$ cat src/rtl/globals.sv
// Shared constants and types for the shift sequencer.
// Supplies the datapath width, the shift-amount width, the SHFT_* opcode codes,
// the sequencer state type and an opcode-validity helper.
package globals;

    localparam int unsigned WORDLEN = 16;
    localparam int unsigned AMTW    = $clog2(WORDLEN) + 1;

    localparam logic [2:0] SHFT_NIL = 3'd0;
    localparam logic [2:0] SHFT_SHL = 3'd1;
    localparam logic [2:0] SHFT_SHR = 3'd2;
    localparam logic [2:0] SHFT_SLA = 3'd3;
    localparam logic [2:0] SHFT_SRA = 3'd4;
    localparam logic [2:0] SHFT_ROL = 3'd5;
    localparam logic [2:0] SHFT_ROR = 3'd6;

    typedef enum logic [1:0] {
        IDLE = 2'd0,
        RUN  = 2'd1,
        DONE = 2'd2
    } shseq_state_t;

    function automatic logic shft_valid(input logic [2:0] op);
        logic ok;
        case (op)
            SHFT_NIL, SHFT_SHL, SHFT_SHR, SHFT_SLA,
            SHFT_SRA, SHFT_ROL, SHFT_ROR: ok = 1'b1;
            default:                      ok = 1'b0;
        endcase
        return ok;
    endfunction

endpackage

$ cat src/rtl/shift_step.sv
// Single one-bit shift/rotate step (combinational).
// Ports:
//   op         shift opcode (SHFT_*)
//   data       word to step
//   step_carry carry produced by this step
//   step_data  stepped word
module shift_step
    import globals::*;
(
    input  logic [2:0]         op,
    input  logic [WORDLEN-1:0] data,
    output logic               step_carry,
    output logic [WORDLEN-1:0] step_data
);

    always_comb begin
        step_carry = 1'b0;
        step_data  = data;
        case (op)
            SHFT_SHL, SHFT_SLA: begin
                step_carry = data[WORDLEN-1];
                step_data  = {data[WORDLEN-2:0], 1'b0};
            end
            SHFT_SHR: begin
                step_data = {1'b0, data[WORDLEN-1:1]};
            end
            SHFT_SRA: begin
                step_data = {data[WORDLEN-1], data[WORDLEN-1:1]};
            end
            SHFT_ROL: begin
                step_carry = data[WORDLEN-1];
                step_data  = {data[WORDLEN-2:0], data[WORDLEN-1]};
            end
            SHFT_ROR: begin
                step_carry = data[0];
                step_data  = {data[0], data[WORDLEN-1:1]};
            end
            default: begin
                step_carry = 1'b0;
                step_data  = data;
            end
        endcase
    end

endmodule

$ cat src/rtl/shift_sequencer.sv
// Multi-cycle shift/rotate engine: performs a shift by N (0..WORDLEN) as N
// single-bit steps, with valid/ready handshakes on request and result sides.
// Ports:
//   clk, rst_n                      clock, async active-low reset
//   in_valid/in_ready               request handshake
//   in_op, in_data, in_amt          opcode, operand, shift amount
//   out_valid/out_ready             result handshake
//   out_data, out_carry, out_zero   result, last-step carry, result==0
//   out_err                         opcode was undefined
module shift_sequencer
    import globals::*;
(
    input  logic               clk,
    input  logic               rst_n,
    input  logic               in_valid,
    output logic               in_ready,
    input  logic [2:0]         in_op,
    input  logic [WORDLEN-1:0] in_data,
    input  logic [AMTW-1:0]    in_amt,
    output logic               out_valid,
    input  logic               out_ready,
    output logic [WORDLEN-1:0] out_data,
    output logic               out_carry,
    output logic               out_zero,
    output logic               out_err
);

    localparam logic [AMTW-1:0] AmtMax = AMTW'(WORDLEN);

    shseq_state_t       state_q, state_d;
    logic [AMTW-1:0]    count_q;
    logic [2:0]         op_q;
    logic [WORDLEN-1:0] data_q;
    logic               carry_q;
    logic               zero_q;
    logic               err_q;

    logic [AMTW-1:0]    amt_eff;
    logic               op_ok;
    logic               step_carry;
    logic [WORDLEN-1:0] step_data;

    assign op_ok = shft_valid(in_op);

    // Rotates wrap the amount; shifts saturate at a full word.
    always_comb begin
        amt_eff = '0;
        case (in_op)
            SHFT_ROL, SHFT_ROR:
                amt_eff = AMTW'(in_amt % AmtMax);
            SHFT_SHL, SHFT_SHR, SHFT_SLA, SHFT_SRA:
                amt_eff = (in_amt > AmtMax) ? AmtMax : in_amt;
            default:
                amt_eff = '0;
        endcase
    end

    shift_step u_step (
        .op         (op_q),
        .data       (data_q),
        .step_carry (step_carry),
        .step_data  (step_data)
    );

    always_comb begin
        state_d = state_q;
        unique case (state_q)
            IDLE: begin
                if (in_valid) begin
                    state_d = (!op_ok || amt_eff == '0) ? DONE : RUN;
                end
            end
            RUN: begin
                if (count_q == AMTW'(1)) begin
                    state_d = DONE;
                end
            end
            DONE: begin
                if (out_ready) begin
                    state_d = IDLE;
                end
            end
            default: state_d = IDLE;
        endcase
    end

    always_ff @(posedge clk or negedge rst_n) begin
        if (!rst_n) begin
            state_q <= IDLE;
            count_q <= '0;
            op_q    <= SHFT_NIL;
            data_q  <= '0;
            carry_q <= 1'b0;
            zero_q  <= 1'b0;
            err_q   <= 1'b0;
        end else begin
            state_q <= state_d;
            case (state_q)
                IDLE: begin
                    if (in_valid) begin
                        op_q    <= in_op;
                        carry_q <= 1'b0;
                        if (!op_ok) begin
                            data_q  <= '0;
                            zero_q  <= 1'b1;
                            err_q   <= 1'b1;
                            count_q <= '0;
                        end else begin
                            data_q  <= in_data;
                            zero_q  <= (in_data == '0);
                            err_q   <= 1'b0;
                            count_q <= amt_eff;
                        end
                    end
                end
                RUN: begin
                    data_q  <= step_data;
                    carry_q <= step_carry;
                    zero_q  <= (step_data == '0);
                    count_q <= count_q - AMTW'(1);
                end
                default: ;
            endcase
        end
    end

    assign in_ready  = (state_q == IDLE);
    assign out_valid = (state_q == DONE);
    assign out_data  = data_q;
    assign out_carry = carry_q;
    assign out_zero  = zero_q;
    assign out_err   = err_q;

endmodule

$ cat config.mk
export PLATFORM = sky130hd
export DESIGN_NAME = shift_sequencer
export DESIGN_NICKNAME = d
export VERILOG_FILES = /design/src/rtl/globals.sv /design/src/rtl/shift_step.sv /design/src/rtl/shift_sequencer.sv
export SDC_FILE = /design/constraint.sdc
export NUM_CORES = 1
export LEC_CHECK = 0
export ABC_AREA = 1
export CORE_ASPECT_RATIO = 1.4
export CORE_MARGIN = 2
export CORE_UTILIZATION = 40
export CTS_BUF_LIST = sky130_fd_sc_hd__clkbuf_8 sky130_fd_sc_hd__clkbuf_16
export DETAILED_ROUTE_END_ITERATION = 16
export GPL_ROUTABILITY_DRIVEN = 0
export PLACE_DENSITY = 0.7
export RECOVER_POWER = 100
export SYNTH_ARGS = -nofsm -noshare
export SYNTH_HDL_FRONTEND = slang
export SYNTH_SLANG_ARGS = --single-unit
$ cat constraint.sdc
create_clock -name clk -period 1.7 [get_ports clk]
set_input_delay 0.17 -clock clk [delete_from_list [all_inputs] [get_ports clk]]
set_output_delay 0.17 -clock clk [all_outputs]
set_load 0.005 [all_outputs]
==> impl_metrics.env, run 1 <==
export IMPL_timing_hold_ws_ns=0.457
export IMPL_worstHoldPathType="in -> async"
export IMPL_yosys_area_share_simple_pct=34.7
export IMPL_met1_length_um=2150
export IMPL_drive_gt1_share_pct=12.1
export IMPL_setup_viol=0
export IMPL_status="complete, no violations"
export IMPL_port_buffers=48
export IMPL_drt_pass1_iterations=4
export IMPL_io_pins=49
export IMPL_dp_slack_ns=-0.0240
export IMPL_grt_pass1_wl_um=8850
export IMPL_rows=29
export IMPL_relSlewSlack_pct=51.0
export IMPL_die_w_um=62.5
export IMPL_rsz0062_at_grt="true"
export IMPL_hpwlAfterDp_um=3950
export IMPL_placeableCoreArea_um2=4570
export IMPL_clock_sinks=29
export IMPL_tns_ns=0
export IMPL_arrival_ns=1.43
export IMPL_synth_seq_cells=29
export IMPL_die_area_um2=5370
export IMPL_fin_worst_skew_ns=0.00580
export IMPL_start_kind="flop"
export IMPL_clk_pin_slew_ns=0.07
export IMPL_grt_use_total_pct=20.7
export IMPL_htree_num_levels=2
export IMPL_leakage_nw=1.24
export IMPL_initial_core_util_pct=41.9
export IMPL_min_period_over_period_pct=94.0
export IMPL_fillCellCount=459
export IMPL_gr_total_overflow=0
export IMPL_post_route_util_pct=59.4
export IMPL_drt_iter0_drc=140
export IMPL_syn_inst=279
export IMPL_viasPerCell=5.39
export IMPL_placed_area_um2=2520
export IMPL_setup_worst_path_end_class="primary output"
export IMPL_cts_buffer_depth=2
export IMPL_avgSynthCellArea_um2=6.87
export IMPL_wl_per_cell_um=13.6
export IMPL_clk_insertion_delay_late_ns=0.29
export IMPL_worst_slack_ns=0.103
export IMPL_synthMuxAreaShare_pct=0
export IMPL_die_h_um=85.9
export IMPL_cts_buffers=5
export IMPL_wl_met2_um=2860
export IMPL_clock_fmax_mhz=626
export IMPL_area_growth_pct=41.8
export IMPL_setup_worst_path_start="state_q[0]"
export IMPL_fin_nets=369
export IMPL_maxCapViolations=0
export IMPL_synth_compound_area_share_pct=18.6
export IMPL_cp_data_required_time_ns=1.53
export IMPL_grt_pass1_vias=1944
export IMPL_final_cell_area_um2=2720
export IMPL_post_route_drc_count=0
export IMPL_antenna_left=0
export IMPL_synth_nets=309
export IMPL_ir_worst_vdd_v=0.00119
export IMPL_root_buffer="clkbuf_8"
export IMPL_grt_max_degree=33
export IMPL_routed_wl_um=5470
export IMPL_worst_slew_pin_slew_ns=0.735
export IMPL_synthAdderAreaFrac_pct=1.31
export IMPL_yosys_warnings=0
export IMPL_num_antenna_cells=0
export IMPL_crit_type="reg -> out"
export IMPL_cts_hold_buf=0
export IMPL_antenna_found_initial=0
export IMPL_synth_cell_types=26
export IMPL_drv_slew=0
export IMPL_top_layer="met4"
export IMPL_via_count=2160
export IMPL_r2r_start="op_q[2]"
export IMPL_finalHoldViolCount=0
export IMPL_route_met3_wl_um=335
export IMPL_synth_top_family_by_area="simple AND/OR/NAND/NOR gates"
export IMPL_synth_xor_area_share_pct=0.457
export IMPL_crit_path_max_fanout=5
export IMPL_yosysSeqAreaShare_pct=37.9
export IMPL_mappedNetlistArea_um2=1920
export IMPL_min_period_ns=1.60
export IMPL_cts_tree="done"
export IMPL_power_density_nw_per_um2=1900
-- Yosys cell counts --
cell	instances	share of area (%)
nand2_4	2	1.2
clkbuf_1	6	1.2
dfrtp_1	29	38
nand3_1	36	9.4
a21oi_1	10	2.6
a31oi_1	1	0.33
or2_2	1	0.33
nand4_1	2	0.65
buf_2	3	0.78
a2bb2oi_1	1	0.46
a22oi_1	15	5.9
inv_1	15	2.9
xor2_1	1	0.46
nand2_2	2	0.65
nor2_1	24	4.7
clkinv_1	2	0.39
nor3_1	2	0.52
o21ai_0	33	8.6
inv_2	3	0.59
nand2_1	81	16
o21ai_1	1	0.26
buf_6	2	1.2
nor4_1	2	0.65
ha_1	2	1.3
a21oi_2	1	0.46
nand3b_1	2	0.78
-- worst max-delay path, cell delays in order (launching register included) --
cell             delay, ns
dfrtp_1               0.42
nor2_2                0.19
clkdlybuf4s50_1       0.53
-- cells in the final DEF (no fill, tap or decap), drive strengths merged --
| cell type | synthesis | layout |
|---|---|---|
| nand4 | 2 | 2 |
| buf | 5 | 11 |
| nor3 | 2 | 2 |
| nor2 | 24 | 24 |
| nor4 | 2 | 2 |
| o21ai | 34 | 34 |
| a21oi | 11 | 11 |
| xor2 | 1 | 1 |
| clkbuf | 6 | 11 |
| nand3b | 2 | 2 |
| inv | 18 | 19 |
| a22oi | 15 | 15 |
| ha | 2 | 2 |
| clkdlybuf4s50 | 0 | 27 |
| dlygate4sd3 | 0 | 21 |
| nand3 | 36 | 36 |
| dfrtp | 29 | 29 |
| a31oi | 1 | 1 |
| or2 | 1 | 1 |
| a2bb2oi | 1 | 1 |
| nand2 | 85 | 85 |
| clkinv | 2 | 2 |
-- per-layer routing --
metal  track usage, %  vias to the layer above
li1                 -                     1064
met1             24.1                      994
met2             36.4                       90
met3             4.72                       12
met4             8.89                        0
met5                0                        -
-- cells by family (layout without fill, tap and decap cells) --
logic type,after synthesis,after routing
flops,29,29
fa+ha+maj,2,2
xor+xnor,1,1
simple gates,154,154
compound gates,62,62
buf+inv,31,91
-- final cells by class --
type                    instances  area, µm²  share of cell area, %
clock inverters                 1       3.75                  0.138
flip-flops and latches         29        727                   26.7
clock buffers                   6       82.6                   3.04
multi-input cells             219       1150                   42.3
well taps                      62       77.6                   2.85
inverters                      20       80.1                   2.95
repair buffers                 64        598                   22.0
-- registers in the layout, indices dropped and copies added (netlist names) --
name,flops
out_err,1
op_q,3
out_data,16
count_q,5
state_q,2
out_carry,1
out_zero,1
-- path summary, 6_finish.rpt --
check                      cells past startpoint  slack [ns]            to
max                                            2        0.10      in_ready
min                                            2        0.46  out_data[14]
max reg2reg                                   11        0.13      out_zero
min reg2reg                                    2        0.48       out_err
max in group asynchronous                      2        0.71       op_q[0]
min in group clk                               2        0.48       out_err
-- power breakdown --
group	total (mW)	switching (mW)	leakage (nW)	internal, mW
registers	1.38	0.365	0.362	1.02
logic	3.20	1.85	0.832	1.35
clock network	0.589	0.274	0.0485	0.315
-- per-stage QoR --
stage	power, mW	std cells
after floorplan	3.27	279
after global placement	4.34	391
after detailed placement	4.39	391
after CTS	5.00	398
after global routing	5.65	401
final	5.17	401
-- what timing repair did --
action	4_1_cts	5_1_grt
endpoints found under the hold margin	0	0
gates cloned	0	1
buffers inserted	0	2
endpoints found under the setup margin	1	2
resized for setup	1	25
pin swaps	0	6
Power figures use the tool's default switching activity.
==> run 2, diff against run 1 <==
Settings changed: TNS_END_PERCENT from default to 1.
==> results of run 2 <==
Same layout as run 1: the final DEF is identical, and so are final timing and power.
